--- config.mk ---
export PLATFORM = sky130hd
export DESIGN_NAME = sonar_rx_parser_flat
export DESIGN_NICKNAME = d
export VERILOG_FILES = /design/src/rtl/sonar_rx_parser_if.sv /design/src/rtl/sonar_rx_parser.sv /design/src/flat_wrapper.sv
export SDC_FILE = /design/constraint.sdc
export NUM_CORES = 1
export LEC_CHECK = 0
export CAP_MARGIN = 40
export CORE_ASPECT_RATIO = 2
export CORE_MARGIN = 10
export CORE_UTILIZATION = 40
export CTS_BUF_LIST = sky130_fd_sc_hd__clkbuf_8 sky130_fd_sc_hd__clkbuf_16
export CTS_CLUSTER_DIAMETER = 150
export DETAILED_ROUTE_END_ITERATION = 16
export PLACE_DENSITY_LB_ADDON = 0.08
export SYNTH_ARGS = -nofsm -noshare
export SYNTH_HDL_FRONTEND = slang
export SYNTH_SLANG_ARGS = --single-unit
--- constraint.sdc ---
create_clock -name clock -period 2.05 [get_ports clock]
set_input_delay 0.41 -clock clock [delete_from_list [all_inputs] [get_ports clock]]
set_output_delay 0.41 -clock clock [all_outputs]
set_load 0.01 [all_outputs]
--- src/rtl/sonar_rx_parser_if.sv ---
// Byte-in / frame-out bundle between the UART receiver, the sonar frame parser
// and its consumers. The parser takes the slave side.
interface sonar_rx_parser_if #(
    parameter int N_DIG_ANG  = 3,
    parameter int N_DIG_DIST = 3
);
    logic [7:0]              dado_recebido;
    logic                    pronto_rx;
    logic [4*N_DIG_ANG-1:0]  angulo;
    logic [4*N_DIG_DIST-1:0] distancia;
    logic                    mensagem_valida;
    logic                    erro;
    logic [3:0]              db_estado;

    modport master (
        output dado_recebido, pronto_rx,
        input  angulo, distancia, mensagem_valida, erro, db_estado
    );

    modport slave (
        input  dado_recebido, pronto_rx,
        output angulo, distancia, mensagem_valida, erro, db_estado
    );
endinterface

--- src/rtl/sonar_rx_parser.sv ---
// Decodes ASCII sonar reports "aaa,ddd#" into BCD angle/distance with valid/error pulses.
// Optional inter-byte timeout is built when SONAR_RX_TIMEOUT_EN is defined.
//
// state      | meaning
// INICIAL    | idle, skipping bytes until the first angle digit
// ANGULO     | collecting angle digits
// ESPERA_SEP | angle complete, expecting the separator
// DISTANCIA  | collecting distance digits
// ESPERA_FIM | distance complete, expecting the terminator
// VALIDA     | one-cycle frame-accepted pulse
// ERRO       | one-cycle frame-aborted pulse
module sonar_rx_parser #(
    parameter int         N_DIG_ANG      = 3,
    parameter int         N_DIG_DIST     = 3,
    parameter logic [7:0] SEPARADOR      = 8'h2C,
    parameter logic [7:0] TERMINADOR     = 8'h23,
    parameter int         TIMEOUT_CICLOS = 50000
) (
    input logic               clock,
    input logic               reset,
    sonar_rx_parser_if.slave  bus
);
    localparam int ANG_W   = 4 * N_DIG_ANG;
    localparam int DIST_W  = 4 * N_DIG_DIST;
    localparam int MAX_DIG = (N_DIG_ANG > N_DIG_DIST) ? N_DIG_ANG : N_DIG_DIST;
    localparam int CNT_W   = $clog2(MAX_DIG + 1);
    localparam logic [CNT_W-1:0] N_ANG_C  = CNT_W'(N_DIG_ANG);
    localparam logic [CNT_W-1:0] N_DIST_C = CNT_W'(N_DIG_DIST);

    if (N_DIG_ANG < 1 || N_DIG_DIST < 1 || TIMEOUT_CICLOS < 2) begin : g_cfg_check
        $error("sonar_rx_parser: invalid parameter set");
    end

    typedef enum logic [3:0] {
        INICIAL    = 4'b0000,
        ANGULO     = 4'b0001,
        ESPERA_SEP = 4'b0010,
        DISTANCIA  = 4'b0011,
        ESPERA_FIM = 4'b0100,
        VALIDA     = 4'b0101,
        ERRO       = 4'b1110
    } estado_t;

    estado_t             estado, estado_nx;
    logic [CNT_W-1:0]    cnt, cnt_nx, cnt_inc;
    logic [ANG_W-1:0]    ang_sh, angulo_r;
    logic [DIST_W-1:0]   dist_sh, distancia_r;
    logic                eh_digito;
    logic [3:0]          nibble;
    logic                ang_first, ang_shift, dist_shift, commit;

    assign eh_digito = (bus.dado_recebido >= 8'h30) && (bus.dado_recebido <= 8'h39);
    assign nibble    = bus.dado_recebido[3:0];
    assign cnt_inc   = cnt + CNT_W'(1);

`ifdef SONAR_RX_TIMEOUT_EN
    localparam int TMR_W = (TIMEOUT_CICLOS > 2) ? $clog2(TIMEOUT_CICLOS) : 1;
    localparam logic [TMR_W-1:0] TMR_CARGA = TMR_W'(TIMEOUT_CICLOS - 1);

    logic [TMR_W-1:0] tmr;
    logic             aguardando;

    assign aguardando = (estado == ANGULO) || (estado == ESPERA_SEP) ||
                        (estado == DISTANCIA) || (estado == ESPERA_FIM);

    // Down-counter reloads on every byte and on every state change; zero means the line went quiet.
    always_ff @(posedge clock) begin
        if (reset || bus.pronto_rx || (estado_nx != estado)) begin
            tmr <= TMR_CARGA;
        end else if (aguardando && (tmr != '0)) begin
            tmr <= tmr - TMR_W'(1);
        end
    end
`endif

    always_comb begin
        estado_nx  = estado;
        cnt_nx     = cnt;
        ang_first  = 1'b0;
        ang_shift  = 1'b0;
        dist_shift = 1'b0;
        commit     = 1'b0;
        case (estado)
            INICIAL: begin
                if (bus.pronto_rx && eh_digito) begin
                    ang_first = 1'b1;
                    if (N_DIG_ANG == 1) begin
                        estado_nx = ESPERA_SEP;
                        cnt_nx    = '0;
                    end else begin
                        estado_nx = ANGULO;
                        cnt_nx    = CNT_W'(1);
                    end
                end
            end
            ANGULO: begin
                if (bus.pronto_rx) begin
                    if (eh_digito) begin
                        ang_shift = 1'b1;
                        if (cnt_inc == N_ANG_C) begin
                            estado_nx = ESPERA_SEP;
                            cnt_nx    = '0;
                        end else begin
                            cnt_nx = cnt_inc;
                        end
                    end else begin
                        estado_nx = ERRO;
                    end
                end
            end
            ESPERA_SEP: begin
                if (bus.pronto_rx) begin
                    estado_nx = (bus.dado_recebido == SEPARADOR) ? DISTANCIA : ERRO;
                end
            end
            DISTANCIA: begin
                if (bus.pronto_rx) begin
                    if (eh_digito) begin
                        dist_shift = 1'b1;
                        if (cnt_inc == N_DIST_C) begin
                            estado_nx = ESPERA_FIM;
                            cnt_nx    = '0;
                        end else begin
                            cnt_nx = cnt_inc;
                        end
                    end else begin
                        estado_nx = ERRO;
                    end
                end
            end
            ESPERA_FIM: begin
                if (bus.pronto_rx) begin
                    if (bus.dado_recebido == TERMINADOR) begin
                        estado_nx = VALIDA;
                        commit    = 1'b1;
                    end else begin
                        estado_nx = ERRO;
                    end
                end
            end
            VALIDA, ERRO: begin
                estado_nx = INICIAL;
                cnt_nx    = '0;
            end
            default: begin
                estado_nx = INICIAL;
                cnt_nx    = '0;
            end
        endcase
`ifdef SONAR_RX_TIMEOUT_EN
        if (aguardando && !bus.pronto_rx && (tmr == '0)) begin
            estado_nx = ERRO;
        end
`endif
    end

    always_ff @(posedge clock) begin
        if (reset) begin
            estado      <= INICIAL;
            cnt         <= '0;
            ang_sh      <= '0;
            dist_sh     <= '0;
            angulo_r    <= '0;
            distancia_r <= '0;
        end else begin
            estado <= estado_nx;
            cnt    <= cnt_nx;
            if (ang_first) begin
                ang_sh  <= ANG_W'(nibble);
                dist_sh <= '0;
            end else if (ang_shift) begin
                ang_sh <= ANG_W'({ang_sh, nibble});
            end else if (dist_shift) begin
                dist_sh <= DIST_W'({dist_sh, nibble});
            end
            if (commit) begin
                angulo_r    <= ang_sh;
                distancia_r <= dist_sh;
            end
        end
    end

    assign bus.angulo          = angulo_r;
    assign bus.distancia       = distancia_r;
    assign bus.mensagem_valida = (estado == VALIDA);
    assign bus.erro            = (estado == ERRO);

    always_comb begin
        case (estado)
            INICIAL, ANGULO, ESPERA_SEP, DISTANCIA, ESPERA_FIM, VALIDA, ERRO:
                bus.db_estado = estado;
            default:
                bus.db_estado = 4'b1111;
        endcase
    end
endmodule
--- src/flat_wrapper.sv ---
// flat-port wrapper written by rule: the top's interface ports become plain ports
module sonar_rx_parser_flat 
#(
    parameter int         N_DIG_ANG      = 3,
    parameter int         N_DIG_DIST     = 3,
    parameter logic [7:0] SEPARADOR      = 8'h2C,
    parameter logic [7:0] TERMINADOR     = 8'h23,
    parameter int         TIMEOUT_CICLOS = 50000
)
  (clock, reset, bus_dado_recebido, bus_pronto_rx, bus_angulo, bus_distancia, bus_mensagem_valida, bus_erro, bus_db_estado);
  sonar_rx_parser_if #(.N_DIG_ANG(N_DIG_ANG), .N_DIG_DIST(N_DIG_DIST)) bus_i ();
  input logic clock;
  input logic reset;
  input wire logic [$bits(bus_i.dado_recebido)-1:0] bus_dado_recebido;
  input wire logic [$bits(bus_i.pronto_rx)-1:0] bus_pronto_rx;
  output wire logic [$bits(bus_i.angulo)-1:0] bus_angulo;
  output wire logic [$bits(bus_i.distancia)-1:0] bus_distancia;
  output wire logic [$bits(bus_i.mensagem_valida)-1:0] bus_mensagem_valida;
  output wire logic [$bits(bus_i.erro)-1:0] bus_erro;
  output wire logic [$bits(bus_i.db_estado)-1:0] bus_db_estado;
  assign bus_i.dado_recebido = bus_dado_recebido;
  assign bus_i.pronto_rx = bus_pronto_rx;
  assign bus_angulo = bus_i.angulo;
  assign bus_distancia = bus_i.distancia;
  assign bus_mensagem_valida = bus_i.mensagem_valida;
  assign bus_erro = bus_i.erro;
  assign bus_db_estado = bus_i.db_estado;
  sonar_rx_parser #(.N_DIG_ANG(N_DIG_ANG), .N_DIG_DIST(N_DIG_DIST), .SEPARADOR(SEPARADOR), .TERMINADOR(TERMINADOR), .TIMEOUT_CICLOS(TIMEOUT_CICLOS)) u_core (.clock(clock), .reset(reset), .bus(bus_i));
endmodule
==> results of run 1 <==
[where the power goes]
| group | total (µW) | switching, µW | internal (µW) | leakage, µW |
|---|---|---|---|---|
| Combinational | 682 | 380 | 302 | 0.000887 |
| Sequential | 1110 | 37.9 | 1070 | 0.000435 |
| Clock | 954 | 382 | 572 | 0.0000812 |
[what timing repair did]
item,CTS,global route
pin swaps,0,1
setup endpoints to repair,4,21
gates resized for setup,5,4
[through the flow]
stage               worst slack [ps]  setup TNS (ps)
floorplan                      146.6               0
global placement              -252.3           -6729
detailed placement            -262.3           -7380
CTS                            32.69               0
global route                   12.44               0
finish                         46.23               0
[kinds of logic (layout without fill, tap and decap cells)]
| logic type | Yosys count | count (layout) | synth area share, % |
|---|---|---|---|
| and+or+nand+nor | 128 | 128 | 25.95 |
| AOI/OAI and AO/OA | 60 | 60 | 17.08 |
| DFF | 54 | 54 | 41.68 |
| buffers and inverters | 25 | 92 | 5.692 |
| muxes | 24 | 24 | 9.262 |
| xor gates and xnor gates | 1 | 1 | 0.3377 |
[synthesized netlist by cell type, types with 2 or more instances]
cell type and count:
nand2_1 62, dfxtp_1 54, nor2_1 27, mux2i_1 24, a21oi_2 16, a21oi_1 15, o211ai_1 8, inv_1 7
clkbuf_1 6, buf_6 5, buf_2 4, o21ai_0 4, buf_4 3, nand3_1 3, nand4_1 3, nor3_1 3
nor4b_4 3, or3_1 3, a31oi_1 2, and4bb_1 2, nand2b_1 2, nand4_2 2, nor2b_1 2, nor3b_1 2
nor4_1 2, o2111ai_1 2, o21ai_2 2, o21bai_1 2, or3b_1 2
[layer usage]
| layer | up-vias | global-route usage, % | part of all wire [%] |
|---|---|---|---|
| li1 | 1152 | - | - |
| met1 | 1055 | 12.68 | 36 |
| met2 | 59 | 26.67 | 53 |
| met3 | 29 | 3.681 | 4.4 |
| met4 | 0 | 11.43 | 6.4 |
| met5 | - | 0 | 0 |
[worst max-delay path, delay by kind of cell]
kind / cells / cell delay, ps
buf+inv: 1 / 570
compound gates: 3 / 760
simple gates: 1 / 430
[path summary, 6_finish.rpt]
check	startpoint	endpoint
worst max-delay path	bus_dado_recebido[5]	u_core.estado[0]$_SDFFE_PP0P_
worst min-delay path	u_core.bus.distancia[9]$_SDFFE_PP0P_	u_core.bus.distancia[9]$_SDFFE_PP0P_
worst max register to register	u_core.estado[0]$_SDFFE_PP0P_	u_core.estado[1]$_SDFFE_PP0P_
worst min register to register	u_core.bus.distancia[9]$_SDFFE_PP0P_	u_core.bus.distancia[9]$_SDFFE_PP0P_
[layout make-up]
| type | instances | share of cell area [%] |
|---|---|---|
| clock buffer | 5 | 3.613 |
| sequential | 54 | 31.25 |
| multi-input combinational | 213 | 39.85 |
| timing repair buffer | 77 | 20.23 |
| clock inverter | 3 | 1.192 |
| tap | 86 | 3.107 |
| inverter | 7 | 0.7587 |
[sequential cells by signal, indices dropped and copies added (netlist names)]
signal	cells
u_core.dist_sh	12
u_core.estado	4
u_core.bus.distancia	12
u_core.cnt	2
u_core.bus.angulo	12
u_core.ang_sh	12
==> impl_metrics.env, run 1 <==
export IMPL_synth_seq_area_share_pct=41.68
export IMPL_fillers=603
export IMPL_cts_tree="done"
export IMPL_initial_core_util_pct=41.11
export IMPL_hold_path_depth=2
export IMPL_cts_root_buf="clkbuf_16"
export IMPL_synth_edf_count=0
export IMPL_ir_drop_mv=0.4584
export IMPL_portBuffers=40
export IMPL_n_antenna_cell=0
export IMPL_start_kind="input pin"
export IMPL_synth_seq_cells=54
export IMPL_cts_setup_buffers=0
export IMPL_crit_top_cell="o211ai_1"
export IMPL_wl_per_cell_um=16.29
export IMPL_area_growth_pct=33.53
export IMPL_synth_area_top_cells="dfxtp_1 (42%), mux2i_1 (9.3%), nand2_1 (9.0%)"
export IMPL_slowest_stage="clkdlybuf4s50_1"
export IMPL_power_density_nw_per_um2=791.9
export IMPL_ys_flop_type="dfxtp_1"
export IMPL_fin_cells=445
export IMPL_num_io_pins=41
export IMPL_remaining_drc_errors=0
export IMPL_status="finished clean"
export IMPL_p_leak_uw=0.001404
export IMPL_clock_fmax_mhz=499.1
export IMPL_die_height_um=133.9
export IMPL_crit_type="in2reg"
export IMPL_grt_antenna_before_repair=0
export IMPL_post_route_period_util_pct=97.74
export IMPL_end_kind="flip-flop"
export IMPL_grt_max_degree=26
export IMPL_clock_latency_ps=290
export IMPL_die_area_um2=10300
export IMPL_synth_cell_types=49
export IMPL_layout_nets=369
export IMPL_route_vias_total=2295
export IMPL_slew_headroom_pct=67.45
export IMPL_final_area_um2=3463
export IMPL_drt_total_wl_um=7247
export IMPL_fin_skew_ps=3.732
export IMPL_coreArea_um2=6310
export IMPL_final_common_cell="nand2_1"
export IMPL_post_place_cells=437
export IMPL_ctsHoldBuffers=0
export IMPL_crit_required_ps=2220
export IMPL_cts_buffers=5
export IMPL_drt_pass1_iterations=4
export IMPL_fp_row_count=41
export IMPL_slowest_delay_ps=570
export IMPL_power_uw=2742
export IMPL_worstPathArrival_ps=2170
export IMPL_crit_chain="clkdlybuf4s50_1 -> or3b_1 -> o31ai_4 -> o211ai_1 -> o211ai_1"
export IMPL_grt_pass1_vias=2402
export IMPL_register_area_um2=1082
export IMPL_fin_crit_ps=2004
export IMPL_syn_area_per_cell_um2=8.883
export IMPL_r2r_setup_slack_ps=190
export IMPL_h_tree_depth=2
export IMPL_first_iter_violations=126
export IMPL_gr_total_overflow=0
export IMPL_hold_viol_final=0
export IMPL_setup_violations=0
export IMPL_place_area_um2=3283
export IMPL_final_cell_mix="nand2_1 (62), dfxtp_1 (53), clkdlybuf4s50_1 (35), buf_4 (35), nor2_1 (27)"
export IMPL_maxCapViolCount=0
export IMPL_synth_warnings=0
export IMPL_async_flop_share_pct=0
export IMPL_cts_sinks=54
export IMPL_globalplace_congestion=0.9682
export IMPL_postRouteAntennaNets=0
export IMPL_via_per_inst=5.157
export IMPL_timing_hold_ws_ps=449.9
export IMPL_worstMarginPinSlew_ps=483.7
export IMPL_drive_above_1_share_pct=20.89
export IMPL_finish_utilization_pct=54.89
export IMPL_hpwl_um=5695
export IMPL_yosysTopAreaCell="dfxtp_1"
export IMPL_rsz0062_at_grt="no"
export IMPL_hold_class="reg2reg"
export IMPL_multi_input_area_um2=1380
export IMPL_path_clk_slew_ps=70
export IMPL_cp_max_fo=4
export IMPL_die_x_um=76.94
export IMPL_ctsLongestPathBuffers=2
export IMPL_grt_pass1_wl_um=11890
export IMPL_grt_use_total_pct=14.41
export IMPL_reg2reg_depth=5
export IMPL_synthesis_instances=292
export IMPL_syn_nets=303
export IMPL_synth_top_area_share_pct=41.68
export IMPL_syn_cell_area_um2=2594
export IMPL_drv_slew=0
Power figures use the tool's default switching activity.
==> run 2: changes to the inputs <==
--- a/config.mk
+++ b/config.mk
@@ -8,7 +8,7 @@
 export CAP_MARGIN = 40
 export CORE_ASPECT_RATIO = 2
 export CORE_MARGIN = 10
-export CORE_UTILIZATION = 40
+export CORE_UTILIZATION = 53
 export CTS_BUF_LIST = sky130_fd_sc_hd__clkbuf_8 sky130_fd_sc_hd__clkbuf_16
 export CTS_CLUSTER_DIAMETER = 150
 export DETAILED_ROUTE_END_ITERATION = 16
==> impl_metrics.env, run 2 (synthesis results as in run 1) <==
export IMPL_status="finished clean"
export IMPL_cts_root_buf="clkbuf_8"
export IMPL_grt_pass1_vias=2391
export IMPL_hpwl_um=5446
export IMPL_cts_tree="done"
export IMPL_slew_headroom_pct=75.98
export IMPL_drive_above_1_share_pct=20.73
export IMPL_r2r_setup_slack_ps=330
export IMPL_slowest_delay_ps=550
export IMPL_via_per_inst=5.674
export IMPL_p_leak_uw=0.001371
export IMPL_ir_drop_mv=0.6927
export IMPL_worstPathArrival_ps=1570
export IMPL_setup_violations=0
export IMPL_portBuffers=40
export IMPL_r2r_start="u_core.estado[0]$_SDFFE_PP0P_"
export IMPL_power_density_nw_per_um2=766.3
export IMPL_grt_max_degree=25
export IMPL_ctsHoldBuffers=0
export IMPL_fin_crit_ps=1981
export IMPL_cp_max_fo=16
export IMPL_crit_required_ps=1640
export IMPL_layout_nets=367
export IMPL_grt_use_total_pct=16.82
export IMPL_hold_end="u_core.bus.distancia[10]$_SDFFE_PP0P_"
export IMPL_clock_latency_ps=320
export IMPL_worstMarginPinSlew_ps=358.6
export IMPL_end_kind="primary output"
export IMPL_crit_family="buffers and inverters"
export IMPL_critical_path_buf_inv_count=3
export IMPL_drt_pass1_iterations=5
export IMPL_min_delay_start="u_core.bus.distancia[10]$_SDFFE_PP0P_"
export IMPL_maxCapViolCount=0
export IMPL_start_kind="flip-flop"
export IMPL_cts_buffers=5
export IMPL_hold_path_depth=2
export IMPL_postRouteAntennaNets=0
export IMPL_ctsLongestPathBuffers=2
export IMPL_cts_sinks=54
export IMPL_h_tree_depth=2
export IMPL_route_vias_total=2349
export IMPL_path_clk_slew_ps=100
export IMPL_fp_row_count=36
export IMPL_die_area_um2=8261
export IMPL_die_x_um=69.47
export IMPL_clock_fmax_mhz=504.8
export IMPL_initial_core_util_pct=53.82
export IMPL_coreArea_um2=4820
export IMPL_hold_class="reg2reg"
export IMPL_final_common_cell="nand2_1"
export IMPL_num_io_pins=41
export IMPL_fin_setup_tns_ps=0
export IMPL_remaining_drc_errors=0
export IMPL_crit_type="reg2out"
export IMPL_grt_antenna_before_repair=0
export IMPL_drv_slew=0
export IMPL_n_antenna_cell=0
export IMPL_reg2reg_depth=6
export IMPL_hold_viol_final=0
export IMPL_wl_per_cell_um=16.71
export IMPL_final_cell_mix="nand2_1 (62), dfxtp_1 (53), clkdlybuf4s50_1 (36), buf_4 (30), nor2_1 (26)"
export IMPL_regToRegEndpoint="u_core.ang_sh[10]$_SDFFE_PP0P_"
export IMPL_timing_hold_ws_ps=455.6
export IMPL_crit_chain="buf_6 -> nor2_4 -> inv_1 -> clkdlybuf4s50_1"
export IMPL_rsz0062_at_grt="no"
export IMPL_die_height_um=118.9
export IMPL_area_growth_pct=30.15
export IMPL_slowest_stage="clkdlybuf4s50_1"
export IMPL_fin_skew_ps=10.95
export IMPL_gr_total_overflow=0
export IMPL_globalplace_congestion=0.9847
export IMPL_post_route_period_util_pct=96.62
export IMPL_drt_total_wl_um=6920
export IMPL_first_iter_violations=156
export IMPL_fillers=408
export IMPL_grt_pass1_wl_um=11450
## run 2: cell count changes in the layout (fill, tap and decap cells not counted), moves of 2 or more
cell / previous run / this run
buf_4: 35 / 30
clkbuf_16: 5 / 0
clkbuf_8: 0 / 5
buf_6: 0 / 2
## run 2: worst max-delay path by stage
stage / start / to / slack (ps) / depth (start not counted)
finish: u_core.estado[2]$_SDFFE_PP0P_ / bus_db_estado[2] / 70 / 4
global route: u_core.estado[3]$_SDFFE_PP0P_ / bus_db_estado[2] / 0.8 / 4
CTS: u_core.estado[2]$_SDFFE_PP0P_ / bus_db_estado[2] / 10 / 4
detailed placement: bus_dado_recebido[5] / u_core.estado[3]$_SDFFE_PP0P_ / -210 / 6
global placement: bus_dado_recebido[5] / u_core.estado[3]$_SDFFE_PP0P_ / -220 / 6
floorplan: u_core.estado[1]$_SDFFE_PP0P_ / bus_db_estado[0] / 150 / 4
## run 2: timing repair
item | in CTS | in global routing
hold endpoints to repair | 0 | 0
gates resized for setup | 8 | 4
setup buffers | 0 | 0
setup endpoints to repair | 5 | 2
## run 2: stage by stage
stage / setup WS, ps / utilization, % / instances / instance area [µm²] / power, µW
final: 69.21 / 70.04 / 414 / 3376 / 2587
after global routing: 0.7553 / 70.04 / 414 / 3376 / 2689
after CTS: 13.00 / 69.89 / 414 / 3368 / 2600
after detailed placement: -214.3 / 67.32 / 406 / 3244 / 1865
after global placement: -221.2 / 67.32 / 406 / 3244 / 1867
after floorplan: 146.6 / - / 292 / 2594 / 1523
## run 2: worst reg2reg max path: stages (launching register included)
cell and delay, ps:
dfxtp_2 430, buf_4 250, nor4b_4 340, nand4_2 150
buf_4 210, mux2i_1 170, nor2_1 60
## run 2: cell type report
type	count	area, µm²	share of cell area [%]
clock buffer	5	68.82	2.039
tap	57	71.32	2.113
sequential	54	1082	32.06
multi-input combinational	213	1380	40.88
inverter	7	26.28	0.7784
timing repair buffer	75	699.4	20.72
clock inverter	3	47.55	1.408
## run 2: power breakdown
group	switching (µW)	internal, µW	total, µW
clock	365	370	736
combinational	418	335	753
sequential	29.9	1070	1100
## run 2: per-layer routing
layer	vias up	part of all wire (%)	track usage, %
li1	1149	-	-
met1	1094	35	14.70
met2	72	54	30.52
met3	34	5.1	4.073
met4	0	6.2	14.94
met5	-	0	0
==> run 3: changes to the inputs <==
--- a/config.mk
+++ b/config.mk
@@ -6,13 +6,15 @@
 export NUM_CORES = 1
 export LEC_CHECK = 0
 export CAP_MARGIN = 40
-export CORE_ASPECT_RATIO = 2
+export CORE_ASPECT_RATIO = 1.25
 export CORE_MARGIN = 10
-export CORE_UTILIZATION = 53
+export CORE_UTILIZATION = 60
 export CTS_BUF_LIST = sky130_fd_sc_hd__clkbuf_8 sky130_fd_sc_hd__clkbuf_16
 export CTS_CLUSTER_DIAMETER = 150
 export DETAILED_ROUTE_END_ITERATION = 16
+export DONT_BUFFER_PORTS = 1
 export PLACE_DENSITY_LB_ADDON = 0.08
 export SYNTH_ARGS = -nofsm -noshare
 export SYNTH_HDL_FRONTEND = slang
 export SYNTH_SLANG_ARGS = --single-unit
+export TNS_END_PERCENT = 20
==> impl_metrics.env, run 3 (synthesis results as in run 1) <==
export IMPL_h_tree_depth=2
export IMPL_status="finished clean"
export IMPL_fin_crit_ps=1913
export IMPL_grt_pass1_wl_um=9363
export IMPL_grt_pass1_vias=1960
export IMPL_die_area_um2=7369
export IMPL_p_leak_uw=0.001072
export IMPL_clock_latency_ps=300
export IMPL_finish_utilization_pct=65.75
export IMPL_post_route_period_util_pct=93.33
export IMPL_clock_fmax_mhz=522.7
export IMPL_grt_use_total_pct=15.55
export IMPL_path_clk_slew_ps=90
export IMPL_crit_required_ps=1640
export IMPL_cts_sinks=54
export IMPL_fin_skew_ps=4.223
export IMPL_drv_slew=0
export IMPL_portBuffers=0
export IMPL_met3RoutedLength_um=412
export IMPL_layout_nets=303
export IMPL_hold_end="u_core.cnt[0]$_SDFFE_PP0P_"
export IMPL_slew_headroom_pct=67.66
export IMPL_cp_max_fo=14
export IMPL_cts_tree="done"
export IMPL_num_io_pins=41
export IMPL_n_antenna_cell=0
export IMPL_fp_row_count=26
export IMPL_cts_buffers=5
export IMPL_min_delay_start="reset"
export IMPL_ctsLongestPathBuffers=2
export IMPL_coreArea_um2=4131
export IMPL_final_cell_mix="nand2_1 (62), dfxtp_1 (50), nor2_1 (27), mux2i_1 (24), a21oi_2 (16)"
export IMPL_hold_class="in2reg"
export IMPL_hpwl_um=4099
export IMPL_die_x_um=78.81
export IMPL_fin_cells=349
export IMPL_r2r_start="u_core.estado[2]$_SDFFE_PP0P_"
export IMPL_final_common_cell="nand2_1"
export IMPL_crit_type="reg2out"
export IMPL_top_layer="met4"
export IMPL_regToRegEndpoint="u_core.ang_sh[6]$_SDFFE_PP0P_"
export IMPL_cts_root_buf="clkbuf_8"
export IMPL_postRouteAntennaNets=0
export IMPL_maxCapViolCount=0
export IMPL_via_per_inst=5.814
export IMPL_grt_max_degree=33
export IMPL_initial_core_util_pct=62.78
export IMPL_ir_drop_mv=0.4912
export IMPL_die_height_um=93.51
export IMPL_first_iter_violations=126
export IMPL_worstMarginPinSlew_ps=484.0
export IMPL_drive_above_1_share_pct=17.06
export IMPL_setup_ws_ps=136.8
export IMPL_post_place_cells=341
export IMPL_wl_per_cell_um=16.24
export IMPL_hold_viol_final=0
export IMPL_drt_total_wl_um=5669
export IMPL_end_kind="primary output"
export IMPL_hold_path_depth=1
export IMPL_area_growth_pct=4.728
export IMPL_reg2reg_depth=5
export IMPL_rsz0062_at_grt="no"
export IMPL_ctsHoldBuffers=0
export IMPL_power_density_nw_per_um2=799.2
export IMPL_dr_wl_met2_um=2744
export IMPL_setup_violations=0
export IMPL_r2r_setup_slack_ps=390
export IMPL_route_vias_total=2029
export IMPL_pre_cts_ws_ps=245.4
export IMPL_remaining_drc_errors=0
export IMPL_drt_pass1_iterations=5
export IMPL_fin_setup_tns_ps=0
export IMPL_cts_setup_buffers=0
export IMPL_worstPathArrival_ps=1500
export IMPL_globalplace_congestion=0.9425
export IMPL_gr_total_overflow=0
export IMPL_wl_met1_um=2431
export IMPL_start_kind="flip-flop"
export IMPL_grt_antenna_before_repair=0
==> run 3: changes by cell type in the layout (fill, tap and decap cells not counted), sizes merged <==
cell / previous run / this run
dlygate4sd2: 3 / 0
clkbuf: 6 / 5
clkdlybuf4s50: 36 / 0
buf: 35 / 11
bufinv: 1 / 0
clkinv: 1 / 2
==> run 3: worst max path at each step <==
stage                                        from                       endpoint  slack [ps]
global route        u_core.estado[1]$_SDFFE_PP0P_               bus_db_estado[0]           7
finish              u_core.estado[1]$_SDFFE_PP0P_                       bus_erro         140
global placement    u_core.estado[0]$_SDFFE_PP0P_  u_core.ang_sh[8]$_SDFFE_PP0P_         280
CTS                 u_core.estado[3]$_SDFFE_PP0P_               bus_db_estado[0]          40
floorplan           u_core.estado[1]$_SDFFE_PP0P_               bus_db_estado[0]         150
detailed placement  u_core.estado[0]$_SDFFE_PP0P_  u_core.ang_sh[5]$_SDFFE_PP0P_         250
==> run 3: power breakdown <==
| group | leakage, µW | total [µW] | internal (µW) | switching, µW |
|---|---|---|---|---|
| clock | 0.0000493 | 567 | 237 | 330 |
| combinational | 0.000586 | 468 | 215 | 253 |
| sequential | 0.000437 | 1140 | 1070 | 65.9 |
==> run 3: per-layer routing <==
metal  vias up  global-route usage (%)
met1       948                   18.12
met2        50                   25.34
li1       1024                       -
met5         -                       0
met3         7                   5.651
met4         0                   6.138
==> run 3: timing repair <==
item,4_1_cts,5_1_grt
gates resized for setup,1,3
endpoints found under the setup margin,2,2
endpoints found under the hold margin,0,0
==> run 3: worst max-delay path, stage by stage (launching register included) <==
cell and delay, ps:
dfxtp_2 520, inv_1 160, nor4_1 340, buf_4 190
==> run 3: cell type report <==
cell class | instances | area (µm²)
Timing Repair Buffer | 11 | 82.58
Tap cell | 56 | 70.07
Sequential cell | 54 | 1086
Inverter | 7 | 26.28
Clock buffer | 5 | 68.82
Multi-Input combinational cell | 213 | 1365
Fill cell | 370 | 1415
Clock inverter | 3 | 17.52
==> run 3: stage by stage <==
stage / hold slack (ps) / instance area, µm² / total power (µW)
after detailed placement: 444.9 / 2625 / 1617
final: 160.2 / 2716 / 2171
after global routing: 142.4 / 2716 / 2279
after CTS: 153.5 / 2713 / 2179
after floorplan: 436.0 / 2594 / 1523
after global placement: 442.3 / 2625 / 1616
